[config.mk]
export PLATFORM = sky130hd
export DESIGN_NAME = gfx_compositor
export DESIGN_NICKNAME = d
export VERILOG_FILES = /design/src/rtl/gfx_pkg.sv /design/src/rtl/gfx_prio_enc.sv /design/src/rtl/gfx_compositor.sv
export SDC_FILE = /design/constraint.sdc
export NUM_CORES = 1
export LEC_CHECK = 0
export BUFFER_PORTS_ARGS = -buffer_cell sky130_fd_sc_hd__buf_2
export CORE_ASPECT_RATIO = 0.75
export CORE_MARGIN = 1
export CORE_UTILIZATION = 40
export CTS_CLUSTER_DIAMETER = 200
export DETAILED_ROUTE_END_ITERATION = 6
export GPL_TIMING_DRIVEN = 1
export HOLD_SLACK_MARGIN = 0.08
export PLACE_DENSITY = 0.67
export SYNTH_ARGS = -nofsm -noshare
export SYNTH_HDL_FRONTEND = slang
export SYNTH_SLANG_ARGS = --single-unit
[constraint.sdc]
create_clock -name i_clk -period 7.5 [get_ports i_clk]
set_input_delay 0.375 -clock i_clk [delete_from_list [all_inputs] [get_ports i_clk]]
set_output_delay 0.375 -clock i_clk [all_outputs]
set_load 0.03 [all_outputs]
[src/rtl/gfx_pkg.sv]
// Shared definitions for the sprite compositor.
// Holds the mode encodings and the default geometry.
package gfx_pkg;

    localparam int N_LAYERS_DEF = 4;
    localparam int COLOR_W_DEF  = 8;
    localparam int COORD_W_DEF  = 16;

    typedef enum logic [1:0] {
        MODE_PRIO  = 2'd0,
        MODE_BLEND = 2'd1,
        MODE_DEBUG = 2'd2,
        MODE_RSVD  = 2'd3
    } mode_e;

    // The reserved encoding falls back to plain priority.
    function automatic mode_e decode_mode(input logic [1:0] raw);
        return (raw == MODE_RSVD) ? MODE_PRIO : mode_e'(raw);
    endfunction

endpackage

[src/rtl/gfx_prio_enc.sv]
// Finds the lowest-index and next-lowest-index visible layers.
// Purely combinational.
module gfx_prio_enc
    import gfx_pkg::*;
#(
    parameter int N_LAYERS = N_LAYERS_DEF
) (
    input  logic [N_LAYERS-1:0]         vis,
    output logic                        top_valid,
    output logic [$clog2(N_LAYERS)-1:0] top_idx,
    output logic                        sec_valid,
    output logic [$clog2(N_LAYERS)-1:0] sec_idx
);

    localparam int IDX_W = $clog2(N_LAYERS);

    // Walk downwards so each new hit pushes the old winner into second place.
    always_comb begin
        top_valid = 1'b0;
        top_idx   = '0;
        sec_valid = 1'b0;
        sec_idx   = '0;
        for (int k = N_LAYERS - 1; k >= 0; k--) begin
            if (vis[k]) begin
                sec_valid = top_valid;
                sec_idx   = top_idx;
                top_valid = 1'b1;
                top_idx   = IDX_W'(k);
            end
        end
    end

endmodule

[src/rtl/gfx_compositor.sv]
// Two-stage sprite compositor with frame-latched controls
// and per-frame layer collision reporting.
module gfx_compositor
    import gfx_pkg::*;
#(
    parameter int N_LAYERS = N_LAYERS_DEF,
    parameter int COLOR_W  = COLOR_W_DEF,
    parameter int COORD_W  = COORD_W_DEF
) (
    input  logic                          i_clk,
    input  logic                          i_rst,
    input  logic [COORD_W-1:0]            i_x,
    input  logic [COORD_W-1:0]            i_y,
    input  logic                          i_de,
    input  logic                          i_v_sync,
    input  logic [3*COLOR_W-1:0]          i_bg_rgb,
    input  logic [N_LAYERS*3*COLOR_W-1:0] i_layer_rgb,
    input  logic [N_LAYERS-1:0]           i_layer_hit,
    input  logic [N_LAYERS-1:0]           i_layer_en,
    input  logic [1:0]                    i_mode,
    output logic [COLOR_W-1:0]            o_red,
    output logic [COLOR_W-1:0]            o_green,
    output logic [COLOR_W-1:0]            o_blue,
    output logic [COORD_W-1:0]            o_x,
    output logic [COORD_W-1:0]            o_y,
    output logic                          o_de,
    output logic [N_LAYERS-1:0]           o_collide,
    output logic                          o_frame_tick
);

    localparam int PIX_W = 3 * COLOR_W;
    localparam int IDX_W = $clog2(N_LAYERS);

    logic                vs_prev;
    logic                vs_edge;
    logic [N_LAYERS-1:0] shadow_en;
    mode_e               shadow_mode;
    logic [N_LAYERS-1:0] vis;
    logic [N_LAYERS-1:0] coll_now;
    logic [N_LAYERS-1:0] coll_acc;

    logic                top_valid;
    logic                sec_valid;
    logic [IDX_W-1:0]    top_idx;
    logic [IDX_W-1:0]    sec_idx;
    logic [PIX_W-1:0]    top_rgb;
    logic [PIX_W-1:0]    sec_rgb;

    logic                s1_de;
    logic [COORD_W-1:0]  s1_x;
    logic [COORD_W-1:0]  s1_y;
    logic [PIX_W-1:0]    s1_bg;
    logic [PIX_W-1:0]    s1_top;
    logic [PIX_W-1:0]    s1_sec;
    logic                s1_top_v;
    logic                s1_sec_v;
    mode_e               s1_mode;
    logic [PIX_W-1:0]    pix;

    assign vs_edge = i_v_sync & ~vs_prev;
    assign vis     = i_layer_hit & shadow_en;

    gfx_prio_enc #(
        .N_LAYERS (N_LAYERS)
    ) u_prio (
        .vis       (vis),
        .top_valid (top_valid),
        .top_idx   (top_idx),
        .sec_valid (sec_valid),
        .sec_idx   (sec_idx)
    );

    // A second visible layer means every visible layer overlaps another.
    assign coll_now = (i_de && sec_valid) ? vis : '0;
    assign top_rgb  = i_layer_rgb[int'(top_idx) * PIX_W +: PIX_W];
    assign sec_rgb  = i_layer_rgb[int'(sec_idx) * PIX_W +: PIX_W];

    function automatic logic [PIX_W-1:0] avg_rgb(
        input logic [PIX_W-1:0] a,
        input logic [PIX_W-1:0] b
    );
        logic [COLOR_W:0] sum;
        avg_rgb = '0;
        for (int c = 0; c < 3; c++) begin
            sum = {1'b0, a[c*COLOR_W +: COLOR_W]}
                + {1'b0, b[c*COLOR_W +: COLOR_W]};
            avg_rgb[c*COLOR_W +: COLOR_W] = sum[COLOR_W:1];
        end
    endfunction

    always_comb begin
        pix = s1_bg;
        if (s1_top_v) begin
            case (s1_mode)
                MODE_BLEND:
                    pix = avg_rgb(s1_top, s1_sec_v ? s1_sec : s1_bg);
                MODE_DEBUG:
                    pix = {{COLOR_W{s1_sec_v}},
                           {COLOR_W{~s1_sec_v}},
                           {COLOR_W{1'b0}}};
                default:
                    pix = s1_top;
            endcase
        end
    end

    // Frame-level control: sync history, shadows, collision bookkeeping.
    always_ff @(posedge i_clk) begin
        if (i_rst) begin
            vs_prev      <= 1'b0;
            shadow_en    <= '1;
            shadow_mode  <= MODE_PRIO;
            coll_acc     <= '0;
            o_collide    <= '0;
            o_frame_tick <= 1'b0;
        end else begin
            vs_prev      <= i_v_sync;
            o_frame_tick <= vs_edge;
            if (vs_edge) begin
                shadow_en   <= i_layer_en;
                shadow_mode <= decode_mode(i_mode);
                o_collide   <= coll_acc | coll_now;
                coll_acc    <= '0;
            end else begin
                coll_acc    <= coll_acc | coll_now;
            end
        end
    end

    // Pixel pipeline: stage 1 captures selection, stage 2 the colour.
    always_ff @(posedge i_clk) begin
        if (i_rst) begin
            s1_de    <= 1'b0;
            s1_x     <= '0;
            s1_y     <= '0;
            s1_bg    <= '0;
            s1_top   <= '0;
            s1_sec   <= '0;
            s1_top_v <= 1'b0;
            s1_sec_v <= 1'b0;
            s1_mode  <= MODE_PRIO;
            o_de     <= 1'b0;
            o_x      <= '0;
            o_y      <= '0;
            o_red    <= '0;
            o_green  <= '0;
            o_blue   <= '0;
        end else begin
            s1_de    <= i_de;
            s1_x     <= i_x;
            s1_y     <= i_y;
            s1_bg    <= i_bg_rgb;
            s1_top   <= top_rgb;
            s1_sec   <= sec_rgb;
            s1_top_v <= top_valid;
            s1_sec_v <= sec_valid;
            s1_mode  <= shadow_mode;
            o_de     <= s1_de;
            o_x      <= s1_x;
            o_y      <= s1_y;
            o_red    <= s1_de ? pix[3*COLOR_W-1:2*COLOR_W] : '0;
            o_green  <= s1_de ? pix[2*COLOR_W-1:COLOR_W]   : '0;
            o_blue   <= s1_de ? pix[COLOR_W-1:0]           : '0;
        end
    end

endmodule

==> flow_summary.toml <==
[sta]
fmax_ghz = 0.3556
worst-slew-pin-transition_ns = 1.388
relSlewSlack = 0.07435
hold_viol = 0
maxSlewViolCount = 0
finalSetupTns_ns = 0
finalSetupViolCount = 0
rsz0062_at_grt = "false"
whs_ns = 0.1457
fin_crit_sh = 0.3750
fin_crit_ns = 2.812
finalClockSkew_ns = 0.01593

[cts]
clkLatencyLatePin_ns = 0.44
cts_resized = 0
cts.path.max_buffers = 2
clk_pin_slew_ns = 0.08
cts-root-buf = "clkbuf_16"
cts_buffers = 17
htreeDepth = 4
postCtsSetupRepairBufs = 0
cts_tree = "yes"
cts_hold_buf = 0
cts_sinks = 182

[synth]
ys_seq_elements = 182
syn_nets = 1075
ys_types = 55
seq_area_frac_synth = 0.4516
yosysWarnings = 0
syn_avg_cell_area_um2 = 9.137
synthSimpleGateAreaFrac = 0.2008
synth_edf_count = 0
synthMuxAreaShare = 0.09414
synth_compound_area_frac = 0.1504
syn_area_mm2 = 0.008068
yosysTopAreaCell = "dfxtp_1"
synth_fa_ha_area_frac = 0.04435
ys_top_cells_by_area = "dfxtp_1 (45%), nor2b_1 (7.7%), mux2i_1 (6.6%), nor2_1 (4.4%), ha_1 (3.6%)"
synth_commonest_cells = "dfxtp_1 (182), nor2b_1 (99), nor2_1 (94)"
synthMostInstantiatedCell = "dfxtp_1"
synth_top_family_by_area = "simple AND/OR/NAND/NOR gates"
netlist.area_leader.share = 0.4516
async_reset_ff_frac = 0
synth_xor_area_frac = 0.01411
ys.flop_type = "dfxtp_1"
netlist_instances = 883

[global_routing]
grt_first_pass_wirelength_um = 36010
grt_pass1_vias = 6811
grt_overflow_total = 0
track_usage = 0.2214
grt_max_degree = 78
antenna_found_initial = 7

[placed_design]
gp_congestion = 0.8472
place_hpwl_um = 16020
port_buffers = 227

[critical_path]
max_stage_delay_ns = 0.82
arrival_ns = 3.07
path_cells = "nand2_1 > o21ai_4 > buf_4 > nand2_1 > nand2_1 > a311oi_1"
crit_path_end_kind = "flip-flop"
worst-endpoint-required_ns = 7.76
cpMostUsedCell = "nand2_1"
worstPathMaxFanout = 73
crit_type = "flip-flop to flip-flop"
crit_slowest_cell = "nand2_1"
worstSetupStartpointType = "flip-flop"

[flow_run]
cap_violations = 0

[detailed_routing]
drcViolationCount = 11
drt_iter0_markers = 605
wl_per_cell_um = 17.06
vias = 7115
ant_nets = 0
firstDrtPassIters = 7
wl_um = 22930
vias_per_cell = 5.294

[finish]
fin_nets = 1269
drive_above_1_share = 0.2697
areaGrowthSynthToFinish_pct = 22.46
fillers = 1855

[pwr]
ir_drop_mv = 0.1296
p_per_area_mw_per_mm2 = 243.2
p_leak_nw = 4.430

[floorplanning]
die_y_um = 125.0
die_w_um = 166.0
coreArea_mm2 = 0.01954
num_rows = 44
ios = 228
dieArea_mm2 = 0.02075
start_util = 0.4128

[status]
status = "finished, violations left"
violations = "DRC"

[min_path]
hp-class = "primary input to flip-flop"
flip-flops by register name (all words and copies together), names as in the netlist:
signal / cells
s1_x: 16
s1_mode: 2
o_de: 1
s1_bg: 24
s1_top_v: 1
s1_sec: 24
shadow_mode: 2
s1_top: 24
o_x: 16
s1_y: 16
o_collide: 4
shadow_en: 4
o_blue: 8
o_frame_tick: 1
s1_de: 1
o_green: 8
vs_prev: 1
o_y: 16
coll_acc: 4
s1_sec_v: 1
o_red: 8
logic make-up (layout without fill, tap and decap cells):
| group | count (synthesis) | count (layout) |
|---|---|---|
| and+or+nand+nor | 329 | 329 |
| buffers and inverters | 73 | 280 |
| muxes | 73 | 73 |
| xor gates and xnor gates | 13 | 13 |
| other | 0 | 1 |
| AOI/OAI and AO/OA | 186 | 186 |
| DFF | 182 | 182 |
| adders and majority gates | 27 | 27 |
cells in the final DEF, fill, tap and decap left out, types with 8 or more instances in the layout:
cell       synthesis  final
xnor2_1            9      9
a311oi_1          24     24
ha_1              23     23
buf_4              3      9
inv_1             13     13
dfxtp_1          182    182
o22ai_1           27     27
nor2b_1           99     99
mux2i_1           53     53
nor2_1            94     94
nand3b_1           8      8
a21oi_1           50     50
nand2b_1          16     15
nand2_1           68     68
clkbuf_16          0     17
buf_2             11    226
nand3_1           28     28
a31oi_1           12     12
o21ai_0           31     31
mux2_2            19     19
worst max-delay path, delay by kind of cell, from the launching register on:
kind	cells	cell delay, ns
simple gates	3	1.30
flops	1	0.40
buf+inv	1	0.58
compound gates	2	0.30
through the flow:
stage	total power, mW	util	worst slack (ns)	cells	area (um^2)
4_1_cts	2.414	0.5054	4.738	1343	9877
3_3_place_gp	1.530	0.4754	4.646	1311	9290
2_1_floorplan	1.403	-	4.787	883	8068
5_1_grt	2.511	0.5055	4.483	1344	9879
6_report	2.403	0.5055	4.688	1344	9879
3_5_place_dp	1.536	0.4754	4.615	1311	9290
routing by layer:
metal | vias up | global-route usage | wire (um) | part of all wire
met4 | 12 | 0.07312 | 500 | 0.022
met3 | 46 | 0.07851 | 2414 | 0.11
met2 | 317 | 0.3385 | 9713 | 0.42
met5 | - | 0 | 75 | 0.0033
met1 | 3284 | 0.2900 | 10220 | 0.45
li1 | 3456 | - | - | -
power breakdown:
part	total (mW)	internal [mW]	switching (mW)
Clock	0.883	0.449	0.434
Sequential	1.06	1.03	0.0318
Combinational	0.455	0.191	0.264
path summary, 6_finish.rpt:
kind	from	slack, ns	end	depth (start not counted)
max reg2reg	shadow_en[3]	4.69	s1_top[0]	6
max	shadow_en[3]	4.69	s1_top[0]	6
min	i_bg_rgb[5]	0.15	s1_bg[5]	2
min reg2reg	s1_x[1]	0.44	o_x[1]	1
layout make-up:
| type | count | area, um^2 | area share |
|---|---|---|---|
| Antenna cell | 1 | 2.502 | 0.0002533 |
| Clock buffer | 18 | 429.2 | 0.04344 |
| Clock inverter | 14 | 157.7 | 0.01596 |
| Inverter | 13 | 48.80 | 0.004939 |
| Multi-Input combinational cell | 628 | 4083 | 0.4132 |
| Sequential cell | 182 | 3643 | 0.3688 |
| Tap cell | 253 | 316.6 | 0.03204 |
| Timing Repair Buffer | 235 | 1199 | 0.1213 |
Note: power is estimated with default switching activity, not from simulation.
